File: src/rtl/regfile_wb_queue_if.sv
// Write-back queue port bundle: ALU/LSU result handshakes, the register file
// write port, decode forwarding lookups and the occupancy count.
interface regfile_wb_queue_if #(
  parameter int XLEN  = 32,
  parameter int DEPTH = 4
);
  localparam int CW = $clog2(DEPTH) + 1;

  logic            lsu_valid;
  logic            lsu_ready;
  logic [4:0]      lsu_rd_src;
  logic [XLEN-1:0] lsu_data;
  logic            alu_valid;
  logic            alu_ready;
  logic [4:0]      alu_rd_src;
  logic [XLEN-1:0] alu_data;
  logic            reg_we;
  logic [4:0]      rd_src;
  logic [XLEN-1:0] rd;
  logic [4:0]      rs1_src;
  logic [4:0]      rs2_src;
  logic            rs1_fwd_hit;
  logic [XLEN-1:0] rs1_fwd;
  logic            rs2_fwd_hit;
  logic [XLEN-1:0] rs2_fwd;
  logic [CW-1:0]   count;

  // Producer/decode side
  modport master (
    output lsu_valid, lsu_rd_src, lsu_data, alu_valid, alu_rd_src, alu_data,
           rs1_src, rs2_src,
    input  lsu_ready, alu_ready, reg_we, rd_src, rd,
           rs1_fwd_hit, rs1_fwd, rs2_fwd_hit, rs2_fwd, count
  );

  // Queue side
  modport slave (
    input  lsu_valid, lsu_rd_src, lsu_data, alu_valid, alu_rd_src, alu_data,
           rs1_src, rs2_src,
    output lsu_ready, alu_ready, reg_we, rd_src, rd,
           rs1_fwd_hit, rs1_fwd, rs2_fwd_hit, rs2_fwd, count
  );
endinterface

File: src/rtl/regfile_wb_queue.sv
// In-order write-back queue for the RV32I register file. LSU and ALU results
// are enqueued (LSU older when both arrive together), one entry retires per
// cycle onto the regfile write port, and decode can look up the youngest
// pending value for two source registers.
module regfile_wb_queue #(
  parameter int DEPTH = 4,
  parameter int XLEN  = 32
) (
  input  logic              clk,
  input  logic              rst,
  regfile_wb_queue_if.slave wb
);
  localparam int PW = $clog2(DEPTH);
  localparam int CW = PW + 1;
  localparam int NRP = 2;  // decode read ports

  localparam logic [CW-1:0] FULL = CW'(DEPTH);
  localparam logic [CW-1:0] ONE  = CW'(1);
  localparam logic [CW-1:0] TWO  = CW'(2);

  typedef struct packed {
    logic [4:0]      rd;
    logic [XLEN-1:0] data;
  } ent_t;

  ent_t          mem [DEPTH];
  logic [PW-1:0] head, tail;
  logic [CW-1:0] count;

  logic [CW-1:0] free;
  logic          lsu_acc, alu_acc, lsu_enq, alu_enq, pop;
  logic [PW-1:0] alu_slot;

  // Space is judged on registered occupancy only; a same-cycle pop does not help.
  always_comb begin
    free         = FULL - count;
    wb.lsu_ready = !rst && (free >= ONE);
    wb.alu_ready = !rst && ((free >= TWO) || (free == ONE && !wb.lsu_valid));
    lsu_acc      = wb.lsu_valid && wb.lsu_ready;
    alu_acc      = wb.alu_valid && wb.alu_ready;
    // x0 results finish the handshake but never occupy a slot
    lsu_enq      = lsu_acc && (wb.lsu_rd_src != 5'd0);
    alu_enq      = alu_acc && (wb.alu_rd_src != 5'd0);
    pop          = (count != '0);
    alu_slot     = tail + PW'(lsu_enq);
  end

  // Head entry drives the regfile write port directly from state.
  always_comb begin
    wb.reg_we = pop;
    wb.rd_src = mem[head].rd;
    wb.rd     = mem[head].data;
    wb.count  = count;
  end

  // Pointer and occupancy update; reset discards everything still queued.
  always_ff @(posedge clk) begin
    if (rst) begin
      head  <= '0;
      tail  <= '0;
      count <= '0;
    end else begin
      head  <= head + PW'(pop);
      tail  <= tail + PW'(lsu_enq) + PW'(alu_enq);
      count <= count + CW'(lsu_enq) + CW'(alu_enq) - CW'(pop);
    end
  end

  // Entry storage, not reset; LSU takes the tail slot, ALU the one after it.
  always_ff @(posedge clk) begin
    if (lsu_enq) mem[tail]     <= '{rd: wb.lsu_rd_src, data: wb.lsu_data};
    if (alu_enq) mem[alu_slot] <= '{rd: wb.alu_rd_src, data: wb.alu_data};
  end

  logic [NRP-1:0][4:0]      rs_src;
  logic [NRP-1:0]           fwd_hit;
  logic [NRP-1:0][XLEN-1:0] fwd_data;

  assign rs_src[0] = wb.rs1_src;
  assign rs_src[1] = wb.rs2_src;

  generate
    for (genvar p = 0; p < NRP; p++) begin : g_fwd
      // Walk occupied entries oldest to youngest so the youngest match wins.
      always_comb begin
        fwd_hit[p]  = 1'b0;
        fwd_data[p] = '0;
        for (int k = 0; k < DEPTH; k++) begin
          if ((CW'(k) < count) && (rs_src[p] != 5'd0) &&
              (mem[head + PW'(k)].rd == rs_src[p])) begin
            fwd_hit[p]  = 1'b1;
            fwd_data[p] = mem[head + PW'(k)].data;
          end
        end
      end
    end
  endgenerate

  assign wb.rs1_fwd_hit = fwd_hit[0];
  assign wb.rs1_fwd     = fwd_data[0];
  assign wb.rs2_fwd_hit = fwd_hit[1];
  assign wb.rs2_fwd     = fwd_data[1];
endmodule

File: src/flat_wrapper.sv
// flat-port wrapper written by rule: the top's interface ports become plain ports
module regfile_wb_queue_flat 
#(
  parameter int DEPTH = 4,
  parameter int XLEN  = 32
)
  (clk, rst, wb_lsu_valid, wb_lsu_rd_src, wb_lsu_data, wb_alu_valid, wb_alu_rd_src, wb_alu_data, wb_rs1_src, wb_rs2_src, wb_lsu_ready, wb_alu_ready, wb_reg_we, wb_rd_src, wb_rd, wb_rs1_fwd_hit, wb_rs1_fwd, wb_rs2_fwd_hit, wb_rs2_fwd, wb_count);
  regfile_wb_queue_if #(.XLEN(XLEN), .DEPTH(DEPTH)) wb_i ();
  input  logic clk;
  input  logic rst;
  input wire logic [$bits(wb_i.lsu_valid)-1:0] wb_lsu_valid;
  input wire logic [$bits(wb_i.lsu_rd_src)-1:0] wb_lsu_rd_src;
  input wire logic [$bits(wb_i.lsu_data)-1:0] wb_lsu_data;
  input wire logic [$bits(wb_i.alu_valid)-1:0] wb_alu_valid;
  input wire logic [$bits(wb_i.alu_rd_src)-1:0] wb_alu_rd_src;
  input wire logic [$bits(wb_i.alu_data)-1:0] wb_alu_data;
  input wire logic [$bits(wb_i.rs1_src)-1:0] wb_rs1_src;
  input wire logic [$bits(wb_i.rs2_src)-1:0] wb_rs2_src;
  output wire logic [$bits(wb_i.lsu_ready)-1:0] wb_lsu_ready;
  output wire logic [$bits(wb_i.alu_ready)-1:0] wb_alu_ready;
  output wire logic [$bits(wb_i.reg_we)-1:0] wb_reg_we;
  output wire logic [$bits(wb_i.rd_src)-1:0] wb_rd_src;
  output wire logic [$bits(wb_i.rd)-1:0] wb_rd;
  output wire logic [$bits(wb_i.rs1_fwd_hit)-1:0] wb_rs1_fwd_hit;
  output wire logic [$bits(wb_i.rs1_fwd)-1:0] wb_rs1_fwd;
  output wire logic [$bits(wb_i.rs2_fwd_hit)-1:0] wb_rs2_fwd_hit;
  output wire logic [$bits(wb_i.rs2_fwd)-1:0] wb_rs2_fwd;
  output wire logic [$bits(wb_i.count)-1:0] wb_count;
  assign wb_i.lsu_valid = wb_lsu_valid;
  assign wb_i.lsu_rd_src = wb_lsu_rd_src;
  assign wb_i.lsu_data = wb_lsu_data;
  assign wb_i.alu_valid = wb_alu_valid;
  assign wb_i.alu_rd_src = wb_alu_rd_src;
  assign wb_i.alu_data = wb_alu_data;
  assign wb_i.rs1_src = wb_rs1_src;
  assign wb_i.rs2_src = wb_rs2_src;
  assign wb_lsu_ready = wb_i.lsu_ready;
  assign wb_alu_ready = wb_i.alu_ready;
  assign wb_reg_we = wb_i.reg_we;
  assign wb_rd_src = wb_i.rd_src;
  assign wb_rd = wb_i.rd;
  assign wb_rs1_fwd_hit = wb_i.rs1_fwd_hit;
  assign wb_rs1_fwd = wb_i.rs1_fwd;
  assign wb_rs2_fwd_hit = wb_i.rs2_fwd_hit;
  assign wb_rs2_fwd = wb_i.rs2_fwd;
  assign wb_count = wb_i.count;
  regfile_wb_queue #(.DEPTH(DEPTH), .XLEN(XLEN)) u_core (.clk(clk), .rst(rst), .wb(wb_i));
endmodule
File: config.mk
export PLATFORM = sky130hd
export DESIGN_NAME = regfile_wb_queue_flat
export DESIGN_NICKNAME = d
export VERILOG_FILES = /design/src/rtl/regfile_wb_queue_if.sv /design/src/rtl/regfile_wb_queue.sv /design/src/flat_wrapper.sv
export SDC_FILE = /design/constraint.sdc
export NUM_CORES = 1
export LEC_CHECK = 0
export CAP_MARGIN = 40
export CORE_ASPECT_RATIO = 0.8
export CORE_MARGIN = 2
export CORE_UTILIZATION = 45
export DETAILED_ROUTE_END_ITERATION = 8
export GPL_ROUTABILITY_DRIVEN = 0
export PLACE_DENSITY_LB_ADDON = 0.25
export REMOVE_ABC_BUFFERS = 1
export SLEW_MARGIN = 10
export SYNTH_ARGS = -nofsm -noshare
export SYNTH_HDL_FRONTEND = slang
export SYNTH_SLANG_ARGS = --single-unit
File: constraint.sdc
create_clock -name clk -period 7.1 [get_ports clk]
set_input_delay 2.13 -clock clk [delete_from_list [all_inputs] [get_ports clk]]
set_output_delay 2.13 -clock clk [all_outputs]
set_load 0.01 [all_outputs]
==> impl_metrics.env <==
export IMPL_outcome="finished with violations"
export IMPL_violated_checks="setup timing"
export IMPL_slew_at_the_pin_closest_to_its_max_slew_limit_ns=0.887
export IMPL_top_layer="met5"
export IMPL_async_flop_share_pct=0
export IMPL_timing_slew_headroom_pct=40.9
export IMPL_grt_start_max_net_pins=89
export IMPL_synth_enable_flop_cells=148
export IMPL_wirelength_mm=46.9
export IMPL_synth_ff_latch_count=155
export IMPL_clock_skew_final_ns=0.00930
export IMPL_layout_common_cells="sky130_fd_sc_hd__mux2_2, sky130_fd_sc_hd__clkdlybuf4s50_1, sky130_fd_sc_hd__nand2_1"
export IMPL_layoutNonFillerInstCount=2052
export IMPL_yosys_mux_area_fraction_pct=25.9
export IMPL_fin_ws_ns=-0.0478
export IMPL_cts_tree="done"
export IMPL_rr_endpoint="u_core.mem[1][5]$_DFFE_PP_"
export IMPL_m1WireLength_mm=20.0
export IMPL_dp_cells=2003
export IMPL_dr_wl_met2_mm=21.6
export IMPL_avg_wl_per_cell_um=22.9
export IMPL_final_setup_tns_ns=-0.316
export IMPL_cellPowerDensity_nw_per_um2=367
export IMPL_timing_max_cap_violations=0
export IMPL_flow_area_growth_from_synthesis_pct=28.6
export IMPL_crit_reg2reg_launch="u_core.wb.count[0]$_SDFF_PP0_"
export IMPL_clkTransAtPathRegs_ns=0.07
export IMPL_ioPinCount=197
export IMPL_critPathCaptureType="primary output"
export IMPL_fmax_mhz=140
export IMPL_yosys_area_share_adder_pct=1.20
export IMPL_wl_met3_mm=4.13
export IMPL_critical_path_max_stage_delay_ns=0.53
export IMPL_rsz0062_at_grt="true"
export IMPL_cts_made_buffers=17
export IMPL_cp_max_fo=26
export IMPL_drtPass1Iterations=8
export IMPL_worst_case_register_to_register_setup_slack_ns=3.02
export IMPL_critical_path_source="wb_rs1_src[4]"
export IMPL_ys_types=67
export IMPL_cts_max_level=4
export IMPL_mostFrequentLayoutCell="sky130_fd_sc_hd__mux2_2"
export IMPL_final_layout_size_suffix_gt1_share_pct=26.5
export IMPL_groute_usage_overall_pct=28.8
export IMPL_max_vdd_ir_drop_mv=0.214
export IMPL_critPathArrivalTime_ns=5.02
export IMPL_crit_path_cell_trace="clkdlybuf4s50_1, buf_4, xor2_1, a2111o_1, nor3_4, buf_4, buf_8, nor2_1, a21oi_1, a31o_2, clkdlybuf4s50_1"
export IMPL_synth_compound_area_share_pct=17.7
export IMPL_synth_area_per_cell_sq_um=9.57
export IMPL_post_synth_xor_area_fraction_pct=2.80
export IMPL_initial_core_util_pct=45.5
export IMPL_detailedRoute_firstIterationViolations=1241
export IMPL_netlist_instances=1437
export IMPL_main_combinational_cell_family_by_area_after_synthesis="multiplexers"
export IMPL_finalCritPeriodShare_pct=101
export IMPL_antenna_found_initial=3
export IMPL_filler_cell_count=2627
export IMPL_worstSkewPairLatency_ns=0.43
export IMPL_final_hold_viol_count=0
export IMPL_post_synth_instance_area_sq_um=13800
export IMPL_cts_max_path_buffers=2
export IMPL_coreArea_sq_um=30200
export IMPL_worstSetupStartpointType="input pin"
export IMPL_vias=12874
export IMPL_report_final_slew_viol_count=0
export IMPL_cts_sink_count=155
export IMPL_worstPathRequired_ns=4.97
export IMPL_crit_slowest_cell="sky130_fd_sc_hd__clkdlybuf4s50_1"
export IMPL_die_area_sq_um=32000
export IMPL_core_rowCount=57
export IMPL_grt_pass1_vias=12362
export IMPL_die_y_um=160
export IMPL_grt_overflow=0
export IMPL_synth_flop_cell="sky130_fd_sc_hd__edfxtp_1"
export IMPL_endpoints_failing_setup=12
export IMPL_vias_per_cell=6.27
export IMPL_placement_setup_worst_slack_ns=-0.321
export IMPL_synth_simple_gate_area_share_pct=13.6
export IMPL_critPathKind="in -> out"
export IMPL_minimum_hold_slack_ns=0.826
export IMPL_ff2ff_path_depth=12
export IMPL_period_minus_slack_ns=7.15
export IMPL_yosysWarnings=0
export IMPL_dp_hpwl_mm=30.9
export IMPL_timing_hold_worst_start="u_core.tail[1]$_SDFF_PP0_"
export IMPL_die_w_um=199
export IMPL_ys_seq_area_share_pct=33.3
export IMPL_remaining_drcs=0
export IMPL_final_antenna_net_count=0
export IMPL_grt_pass1_wl_mm=70.4
export IMPL_clk_root_buffer_cell="sky130_fd_sc_hd__clkbuf_16"
export IMPL_worst_hold_path_type="reg -> reg"
export IMPL_finalNetCount=1725
export IMPL_end_point_of_the_critical_path="wb_rs1_fwd[19]"
export IMPL_buffer_ports_inserted=196
export IMPL_power_leakage_nw=6.47
-- routing by layer --
layer / vias up / global-route usage [%]
li1: 5846 / -
met1: 6233 / 40.2
met2: 695 / 45.5
met3: 98 / 4.51
met4: 2 / 9.80
met5: - / 0
-- registers in the layout, indices dropped and copies added (netlist names) --
| name | flops |
|---|---|
| u_core.tail | 2 |
| u_core.head | 2 |
| u_core.mem | 148 |
| u_core.wb.count | 3 |
-- critical path: cells and delay by family --
kind / cells / cell delay, ns
compound gates: 3 / 0.74
buf+inv: 5 / 1.54
simple gates: 2 / 0.44
xor+xnor: 1 / 0.16
-- cell type report --
| class | instances | area, sq um | share of cell area (%) |
|---|---|---|---|
| clock buffer | 19 | 433 | 2.45 |
| multi-input combinational | 1103 | 8720 | 49.3 |
| inverter | 42 | 161 | 0.912 |
| clock inverter | 12 | 165 | 0.934 |
| tap | 413 | 517 | 2.92 |
| timing repair buffer | 306 | 3100 | 17.5 |
| antenna | 2 | 5.00 | 0.0283 |
| sequential | 155 | 4590 | 26.0 |
-- what timing repair did --
item	4_1_cts	5_1_grt
buffers inserted	8	7
setup endpoints to repair	63	53
gates cloned	0	0
gates resized for setup	38	49
hold buffers	0	0
pin swaps	6	5
-- worst min-delay path by stage --
stage,endpoint,cells past startpoint
global placement,u_core.wb.count[1]$_SDFF_PP0_,3
finish,u_core.tail[1]$_SDFF_PP0_,3
floorplan,u_core.tail[1]$_SDFF_PP0_,3
detailed placement,u_core.wb.count[1]$_SDFF_PP0_,3
CTS,u_core.tail[1]$_SDFF_PP0_,3
global route,u_core.tail[1]$_SDFF_PP0_,3
-- kinds of logic (layout without fill, tap and decap cells) --
logic type / after synthesis / count (layout)
DFF: 155 / 155
other: 0 / 2
muxes: 308 / 308
adders and majority gates: 12 / 12
AOI/OAI and AO/OA: 337 / 337
xor gates and xnor gates: 44 / 44
buffers and inverters: 179 / 379
and+or+nand+nor: 402 / 402
-- power by group --
part | total [mW] | leakage (nW) | internal [mW] | switching (mW)
combinational | 4.04 | 4.78 | 1.81 | 2.23
sequential | 1.48 | 1.41 | 1.26 | 0.215
clock | 0.972 | 0.288 | 0.558 | 0.414
total | 6.49 | 6.47 | 3.63 | 2.86
-- through the flow --
| stage | util [%] | power (mW) | area [sq um] |
|---|---|---|---|
| floorplan | - | 4.00 | 13200 |
| global placement | 55.0 | 5.26 | 16600 |
| detailed placement | 55.1 | 5.37 | 16700 |
| CTS | 57.6 | 6.39 | 17400 |
| global route | 58.5 | 6.84 | 17700 |
| finish | 58.5 | 6.49 | 17700 |
-- cell usage after synthesis (8+ instances only) --
| library cell | count | share of area, % |
|---|---|---|
| sky130_fd_sc_hd__a211oi_1 | 16 | 0.87 |
| sky130_fd_sc_hd__a21boi_0 | 25 | 1.4 |
| sky130_fd_sc_hd__a21oi_1 | 60 | 2.2 |
| sky130_fd_sc_hd__a221oi_1 | 29 | 1.8 |
| sky130_fd_sc_hd__a22oi_1 | 18 | 0.98 |
| sky130_fd_sc_hd__a22oi_2 | 9 | 0.82 |
| sky130_fd_sc_hd__a31o_2 | 21 | 1.3 |
| sky130_fd_sc_hd__and2_1 | 9 | 0.41 |
| sky130_fd_sc_hd__buf_1 | 21 | 0.57 |
| sky130_fd_sc_hd__buf_2 | 25 | 0.91 |
| sky130_fd_sc_hd__clkbuf_1 | 85 | 2.3 |
| sky130_fd_sc_hd__edfxtp_1 | 148 | 32 |
| sky130_fd_sc_hd__ha_1 | 10 | 0.91 |
| sky130_fd_sc_hd__inv_1 | 40 | 1.1 |
| sky130_fd_sc_hd__mux2_2 | 187 | 15 |
| sky130_fd_sc_hd__mux2i_1 | 101 | 7.3 |
| sky130_fd_sc_hd__mux4_2 | 20 | 3.3 |
| sky130_fd_sc_hd__nand2_1 | 155 | 4.2 |
| sky130_fd_sc_hd__nand3_1 | 12 | 0.44 |
| sky130_fd_sc_hd__nor2_1 | 109 | 3.0 |
| sky130_fd_sc_hd__nor2b_1 | 11 | 0.50 |
| sky130_fd_sc_hd__nor3_1 | 8 | 0.29 |
| sky130_fd_sc_hd__nor4_1 | 18 | 0.82 |
| sky130_fd_sc_hd__o2111ai_1 | 17 | 1.1 |
| sky130_fd_sc_hd__o2111ai_2 | 9 | 0.98 |
| sky130_fd_sc_hd__o21ai_0 | 64 | 2.3 |
| sky130_fd_sc_hd__o22ai_1 | 24 | 1.1 |
| sky130_fd_sc_hd__o311a_1 | 12 | 0.87 |
| sky130_fd_sc_hd__or3_1 | 53 | 2.4 |
| sky130_fd_sc_hd__xnor2_1 | 32 | 2.0 |
| sky130_fd_sc_hd__xor2_1 | 12 | 0.76 |
No activity file was read; power rests on OpenSTA's default activity.
